## src/rtl/nand_way_scheduler.sv

```systemverilog
// nand_way_scheduler: age-ordered request queue that issues the oldest request whose NAND way is idle.
// Latency: a request is written to the queue at its accept edge and loaded into the command register on the next edge.
// Backpressure: req_ready drops when the queue is full; a presented command holds until cmd_ready. Optional feature macro: WAY_TIMEOUT_EN.
module nand_way_scheduler #(
  parameter int C_DATA_WIDTH   = 32,
  parameter int NUM_WAYS       = 2,
  parameter int QUEUE_DEPTH    = 4,
  parameter int TAG_WIDTH      = 4,
  parameter int TIMEOUT_CYCLES = 4096
) (
  input  logic                    i_clk,
  input  logic                    i_rst,
  input  logic                    i_req_valid,
  output logic                    o_req_ready,
  input  logic [C_DATA_WIDTH-1:0] i_req_ptr,
  input  logic [TAG_WIDTH-1:0]    i_req_tag,
  output logic                    o_cmd_valid,
  input  logic                    i_cmd_ready,
  output logic [3:0]              o_cmd_way,
  output logic [C_DATA_WIDTH-1:0] o_cmd_row,
  output logic [TAG_WIDTH-1:0]    o_cmd_tag,
  input  logic                    i_done_valid,
  input  logic [3:0]              i_done_way,
  output logic [NUM_WAYS-1:0]     o_way_busy,
  output logic [3:0]              o_q_count,
  output logic                    o_err_done,
  output logic [NUM_WAYS-1:0]     o_timeout_way
);

  localparam int WAY_BITS = $clog2(NUM_WAYS);
  localparam logic [0:0] ST_IDLE    = 1'b0;
  localparam logic [0:0] ST_PRESENT = 1'b1;

  // Queue storage: slot 0 is the oldest, slots [0, r_count) are occupied.
  logic [3:0]              r_q_way [QUEUE_DEPTH];
  logic [C_DATA_WIDTH-1:0] r_q_row [QUEUE_DEPTH];
  logic [TAG_WIDTH-1:0]    r_q_tag [QUEUE_DEPTH];
  logic [3:0]              r_count;

  logic [0:0]              r_state;
  logic [3:0]              r_cmd_way;
  logic [C_DATA_WIDTH-1:0] r_cmd_row;
  logic [TAG_WIDTH-1:0]    r_cmd_tag;
  logic [NUM_WAYS-1:0]     r_busy;
  logic                    r_err;

  logic [3:0]              w_enq_way;
  logic [11:0]             w_blk;
  logic [15:0]             w_page;
  logic [C_DATA_WIDTH-1:0] w_enq_row;
  logic                    w_enq;

  logic                    w_found;
  logic [3:0]              w_sel_idx;
  logic [3:0]              w_sel_way;
  logic [C_DATA_WIDTH-1:0] w_sel_row;
  logic [TAG_WIDTH-1:0]    w_sel_tag;
  logic                    w_load;

  logic [3:0]              w_nq_way [QUEUE_DEPTH];
  logic [C_DATA_WIDTH-1:0] w_nq_row [QUEUE_DEPTH];
  logic [TAG_WIDTH-1:0]    w_nq_tag [QUEUE_DEPTH];
  logic [3:0]              w_cnt_after;
  logic [3:0]              w_cnt_next;

  logic [NUM_WAYS-1:0]     w_busy_nxt;
  logic                    w_err_nxt;
  logic [NUM_WAYS-1:0]     w_to_nxt;

  // Pointer bits between the way index and the block field carry no meaning here.
  logic                    w_unused_bits;
  assign w_unused_bits = ^{i_req_ptr[3:0], (TIMEOUT_CYCLES > 0)};

  // Channel/way/block/page decode of the incoming pointer.
  always_comb begin
    w_enq_way = '0;
    w_enq_way[WAY_BITS-1:0] = i_req_ptr[WAY_BITS-1:0];
  end

  assign w_blk     = i_req_ptr[15:4];
  assign w_page    = i_req_ptr[31:16];
  assign w_enq_row = ({20'd0, w_blk} << 8) + {16'd0, w_page};

  // Ready is based purely on registered occupancy, so a full queue never accepts.
  assign o_req_ready = (r_count < 4'(QUEUE_DEPTH));
  assign w_enq       = i_req_valid && o_req_ready;

  // Pick the oldest occupied slot whose way is idle (pre-edge busy flags).
  always_comb begin
    w_found   = 1'b0;
    w_sel_idx = '0;
    w_sel_way = '0;
    w_sel_row = '0;
    w_sel_tag = '0;
    for (int i = 0; i < QUEUE_DEPTH; i++) begin
      if (!w_found && (4'(i) < r_count) && !r_busy[r_q_way[i][WAY_BITS-1:0]]) begin
        w_found   = 1'b1;
        w_sel_idx = 4'(i);
        w_sel_way = r_q_way[i];
        w_sel_row = r_q_row[i];
        w_sel_tag = r_q_tag[i];
      end
    end
  end

  assign w_load = (r_state == ST_IDLE) && w_found;

  // Next queue image: compact over the removed slot, then append behind the survivors.
  always_comb begin
    for (int i = 0; i < QUEUE_DEPTH; i++) begin
      w_nq_way[i] = r_q_way[i];
      w_nq_row[i] = r_q_row[i];
      w_nq_tag[i] = r_q_tag[i];
    end
    w_cnt_after = r_count - {3'b000, w_load};
    if (w_load) begin
      for (int i = 0; i < QUEUE_DEPTH - 1; i++) begin
        if (4'(i) >= w_sel_idx) begin
          w_nq_way[i] = r_q_way[i+1];
          w_nq_row[i] = r_q_row[i+1];
          w_nq_tag[i] = r_q_tag[i+1];
        end
      end
    end
    if (w_enq) begin
      for (int i = 0; i < QUEUE_DEPTH; i++) begin
        if (4'(i) == w_cnt_after) begin
          w_nq_way[i] = w_enq_way;
          w_nq_row[i] = w_enq_row;
          w_nq_tag[i] = i_req_tag;
        end
      end
    end
    w_cnt_next = w_cnt_after + {3'b000, w_enq};
  end

  // Queue state update.
  always_ff @(posedge i_clk or posedge i_rst) begin
    if (i_rst) begin
      r_count <= '0;
      for (int i = 0; i < QUEUE_DEPTH; i++) begin
        r_q_way[i] <= '0;
        r_q_row[i] <= '0;
        r_q_tag[i] <= '0;
      end
    end else begin
      r_count <= w_cnt_next;
      for (int i = 0; i < QUEUE_DEPTH; i++) begin
        r_q_way[i] <= w_nq_way[i];
        r_q_row[i] <= w_nq_row[i];
        r_q_tag[i] <= w_nq_tag[i];
      end
    end
  end

`ifdef WAY_TIMEOUT_EN
  localparam int CT_W = $clog2(TIMEOUT_CYCLES + 1);
  logic [CT_W-1:0]     r_to_cnt [NUM_WAYS];
  logic [NUM_WAYS-1:0] r_timeout;
`endif

  // Busy flag next state: done clears, watchdog expiry clears, a load sets.
  always_comb begin
    w_busy_nxt = r_busy;
    w_err_nxt  = 1'b0;
    w_to_nxt   = '0;
    if (i_done_valid) begin
      if (({1'b0, i_done_way} < 5'(NUM_WAYS)) && r_busy[i_done_way[WAY_BITS-1:0]]) begin
        w_busy_nxt[i_done_way[WAY_BITS-1:0]] = 1'b0;
      end else begin
        w_err_nxt = 1'b1;
      end
    end
`ifdef WAY_TIMEOUT_EN
    for (int w = 0; w < NUM_WAYS; w++) begin
      if (r_busy[w] && w_busy_nxt[w] && (r_to_cnt[w] == CT_W'(TIMEOUT_CYCLES - 1))) begin
        w_busy_nxt[w] = 1'b0;
        w_to_nxt[w]   = 1'b1;
      end
    end
`endif
    if (w_load) begin
      w_busy_nxt[w_sel_way[WAY_BITS-1:0]] = 1'b1;
    end
  end

  // Busy flags and the completion-error pulse.
  always_ff @(posedge i_clk or posedge i_rst) begin
    if (i_rst) begin
      r_busy <= '0;
      r_err  <= 1'b0;
    end else begin
      r_busy <= w_busy_nxt;
      r_err  <= w_err_nxt;
    end
  end

`ifdef WAY_TIMEOUT_EN
  // Watchdog: count consecutive busy cycles per way; restart whenever the way goes idle.
  always_ff @(posedge i_clk or posedge i_rst) begin
    if (i_rst) begin
      r_timeout <= '0;
      for (int w = 0; w < NUM_WAYS; w++) begin
        r_to_cnt[w] <= '0;
      end
    end else begin
      r_timeout <= w_to_nxt;
      for (int w = 0; w < NUM_WAYS; w++) begin
        if (r_busy[w] && w_busy_nxt[w]) begin
          r_to_cnt[w] <= r_to_cnt[w] + 1'b1;
        end else begin
          r_to_cnt[w] <= '0;
        end
      end
    end
  end

  assign o_timeout_way = r_timeout;
`else
  assign o_timeout_way = '0;
`endif

  // Output FSM: load from the queue when idle, then hold the command until accepted.
  always_ff @(posedge i_clk or posedge i_rst) begin
    if (i_rst) begin
      r_state   <= ST_IDLE;
      r_cmd_way <= '0;
      r_cmd_row <= '0;
      r_cmd_tag <= '0;
    end else begin
      case (r_state)
        ST_IDLE: begin
          if (w_load) begin
            r_state   <= ST_PRESENT;
            r_cmd_way <= w_sel_way;
            r_cmd_row <= w_sel_row;
            r_cmd_tag <= w_sel_tag;
          end
        end
        ST_PRESENT: begin
          if (i_cmd_ready) begin
            r_state <= ST_IDLE;
          end
        end
        default: r_state <= ST_IDLE;
      endcase
    end
  end

  assign o_cmd_valid = (r_state == ST_PRESENT);
  assign o_cmd_way   = r_cmd_way;
  assign o_cmd_row   = r_cmd_row;
  assign o_cmd_tag   = r_cmd_tag;
  assign o_way_busy  = r_busy;
  assign o_q_count   = r_count;
  assign o_err_done  = r_err;

endmodule
```

## config.mk

```make
export PLATFORM = sky130hd
export DESIGN_NAME = nand_way_scheduler
export DESIGN_NICKNAME = d
export VERILOG_FILES = /design/src/rtl/nand_way_scheduler.sv
export SDC_FILE = /design/constraint.sdc
export NUM_CORES = 1
export LEC_CHECK = 0
export CAP_MARGIN = 15
export CORE_MARGIN = 1
export CORE_UTILIZATION = 40
export CTS_CLUSTER_DIAMETER = 60
export DETAILED_ROUTE_END_ITERATION = 10
export GPL_ROUTABILITY_DRIVEN = 1
export HOLD_SLACK_MARGIN = 0.05
export PLACE_DENSITY = 0.69
export SYNTH_ARGS = -nofsm -noshare
export SYNTH_HDL_FRONTEND = slang
export SYNTH_SLANG_ARGS = --single-unit
export TNS_END_PERCENT = 10
```

## constraint.sdc

```tcl
create_clock -name i_clk -period 7.9 [get_ports i_clk]
set_clock_uncertainty 0.05 [all_clocks]
set_input_delay 1.58 -clock i_clk [delete_from_list [all_inputs] [get_ports i_clk]]
set_output_delay 1.58 -clock i_clk [all_outputs]
set_load 0.05 [all_outputs]
```

==> results.yml <==
worst_setup_path:
  worst_setup_path_end_kind: "flip-flop"
  cp.required_ns: 8.21
  crit_arrival_ns: 5.20
  cp_common_cell: "nand2_1"
  crit_type: "reg2reg"
  slowest_delay_ns: 0.86
  crit_path_start_kind: "flip-flop"
  cp_slowest_cell: "and2_1"
  cp_cell_sequence: "or4_4 > a22oi_4 > nand3_1 > nand2_1 > buf_4 > inv_2 > ha_1 > ha_1 > nor4_1 > and2_1 > nand2_1 > nand2_1"
  cp_max_fo: 41
clock_network:
  cts.sinks: 194
  post_cts_resized: 0
  htreeDepth: 4
  clockBufferDepth: 2
  cts_root_buf: "clkbuf_16"
  clkTransAtPathRegs_ns: 0.07
  postCtsHoldBufs: 0
  postCtsSetupRepairBufs: 0
  cts_buffers: 17
  insertion_delay_ns: 0.44
  cts_tree: "done"
synth:
  synthFlopType: "dfrtp_1"
  postSynth.asyncResetShare: 1.00
  synth.distinct_cells: 49
  yosys_warnings: 0
  syn_area_um2: 9140
  yosysSeqAreaShare: 0.531
  syn_inst: 935
  synth_edf_count: 0
  syn_area_per_cell_um2: 9.77
  ys_ff_latch: 194
placed_design:
  placed_cells: 1250
  dp_hpwl_um: 12500
  portBuffers: 90
  routabilityCongestion: 0.807
  dpl_cell_area_um2: 10100
  pre_cts_ws_ns: 2.98
detailed_routing:
  drc: 1
  postRouteAntennaNets: 0
  first_iter_violations: 810
  wl_per_cell_um: 17.8
  vias_per_cell: 5.64
  firstDrtPassIters: 10
  via_count: 7227
  wl_um: 22900
sta:
  setup_tns_ns: 0
  rsz0062_at_grt: "false"
  worst_pin_slew_ns: 1.15
  fin_crit_ns: 4.89
  hold_viol: 0
  drv_slew: 0
  worst_slack_ns: 3.01
  slew_headroom: 0.232
  finalCritPeriodShare: 0.618
  max_freq_ghz: 0.205
  fin_hold_ws_ns: 0.425
  setup_viol: 0
status:
  status: "finished with violations"
  violations: "DRC"
min_path:
  hp-class: "reg2reg"
die:
  ioPinCount: 96
  die_w_um: 153
  coreArea_um2: 22100
  dieArea_um2: 23500
  start_util: 0.414
  row_count: 54
  die_h_um: 153
global_route:
  grt-ovfl-total: 0
  gr-usage-all-layers: 0.205
  grt_antenna_before_repair: 0
  grt_max_degree: 141
  grt_pass1_vias: 7025
  grt_first_pass_wirelength_um: 37600
power:
  peakVddDrop_v: 0.000401
  power.density_nw_per_um2: 449
  p_leak_nw: 4.68
layout:
  multi_input_area_um2: 3890
  syn_to_final_growth_pct: 17.7
  fill_cells: 1994
  drive_gt1_frac: 0.0669
  diodes: 0
  final_nets: 1047
  final_cell_area_um2: 10800
  final_cells: 1282
  ff_latch_area_um2: 4850
flow_run:
  max-cap-violations: 0
==> final timing paths <==
| check | from | end | slack [ns] | cells after the start |
|---|---|---|---|---|
| worst min register to register | o_cmd_row[23] | o_cmd_row[23] | 0.43 | 2 |
| worst max register to register | o_q_count[3] | r_q_tag[0] | 3.01 | 12 |
| min in group asynchronous | i_rst | o_cmd_row[23] | 1.71 | 2 |
| worst min-delay path | o_cmd_row[23] | o_cmd_row[23] | 0.43 | 2 |
| max in group asynchronous | i_rst | r_q_row[105] | 4.79 | 3 |
| worst max-delay path | o_q_count[3] | r_q_tag[0] | 3.01 | 12 |
==> where the power goes <==
part / internal (mW) / switching (mW)
Clock: 0.501 / 0.378
Sequential: 1.35 / 0.249
Combinational: 0.788 / 1.57
Total: 2.63 / 2.20
==> synthesized netlist by cell type (all sizes together) (5+ instances only) <==
cell / instances / area, um^2
a31oi: 19 / 119
nor2: 84 / 330
and3: 17 / 106
a222oi: 39 / 390
inv: 13 / 48.8
o211ai: 9 / 67.6
a211oi: 13 / 97.6
clkbuf: 30 / 113
dfrtp: 194 / 4850
ha: 12 / 150
mux2: 5 / 56.3
xnor2: 6 / 52.6
nand3: 20 / 100
xor2: 7 / 61.3
o21ai: 53 / 265
buf: 39 / 259
a21oi: 97 / 489
nor2b: 6 / 37.5
nand2: 176 / 666
and2: 11 / 68.8
mux2i: 56 / 561
==> layout make-up <==
cell class / count / share of cell area
flip-flops and latches: 194 / 0.451
multi-input cells: 660 / 0.361
repair buffers: 103 / 0.0928
clock buffers: 21 / 0.0447
well taps: 280 / 0.0326
clock inverters: 11 / 0.0119
inverters: 13 / 0.00524
==> routing by layer <==
metal | vias up | track usage | share of wire
met2 | 291 | 0.333 | 0.48
met1 | 3504 | 0.276 | 0.44
met3 | 23 | 0.0386 | 0.068
met4 | 0 | 0.0649 | 0.013
li1 | 3409 | - | -
met5 | - | 0 | 0
==> metrics by stage <==
stage          power [mW]  utilization
2_1_floorplan        3.31            -
3_3_place_gp         3.90        0.459
5_1_grt              5.14        0.487
4_1_cts              4.86        0.487
6_report             4.83        0.487
3_5_place_dp         3.97        0.459
==> flip-flops by register name, indices dropped and copies added (netlist names) <==
| name | count |
|---|---|
| r_q_tag | 16 |
| o_cmd_row | 32 |
| o_err_done | 1 |
| o_cmd_way | 4 |
| o_cmd_valid | 1 |
| o_way_busy | 2 |
| o_q_count | 4 |
| o_cmd_tag | 4 |
| r_q_row | 117 |
| r_q_way | 13 |
==> critical path: cells and delay by family (launching register included) <==
family | cells | cell delay (ns)
adder cells (fa/ha/maj) | 2 | 0.68
flip-flops | 1 | 0.45
buffers and inverters | 2 | 0.92
AND/OR/NAND/NOR | 7 | 2.39
AO/OA/AOI/OAI | 1 | 0.30
==> layout by cell type, fill, tap and decap left out, drive strengths merged, types with 2 or more instances in the layout <==
master         netlist  layout
or2                  3       3
xor2                 7       7
clkdlybuf4s50        0      90
clkinvlp             0       6
nand3               20      20
clkbuf              30      21
nand2              176     176
and2                11      11
and3                17      17
ha                  12      12
o21ai               53      53
mux2i               56      56
mux2                 5       5
a31oi               19      19
conb                 1       2
bufinv               0       2
nor2b                6       6
a21oi               97      97
nor2                84      84
a211oi              13      13
o211a                2       2
inv                 13      14
nor4                 2       2
xnor2                6       6
dfrtp              194     194
clkinv               0       2
o211ai               9       9
nor3                 3       3
or3                  2       2
buf                 39      13
a222oi              39      39
nand2b               2       2
==> cells by family (layout without fill, tap and decap cells) <==
logic type               after synthesis  in the layout  synth area share
AND/OR/NAND/NOR                      329            329             0.154
AO/OA/AOI/OAI                        242            242             0.170
flip-flops                           194            194             0.531
buffers and inverters                 82            148            0.0460
multiplexers                          61             61            0.0675
adder cells (fa/ha/maj)               13             13            0.0186
XOR/XNOR                              13             13            0.0125
other                                  1              2          0.000410
(Power assumes the default switching activity.)
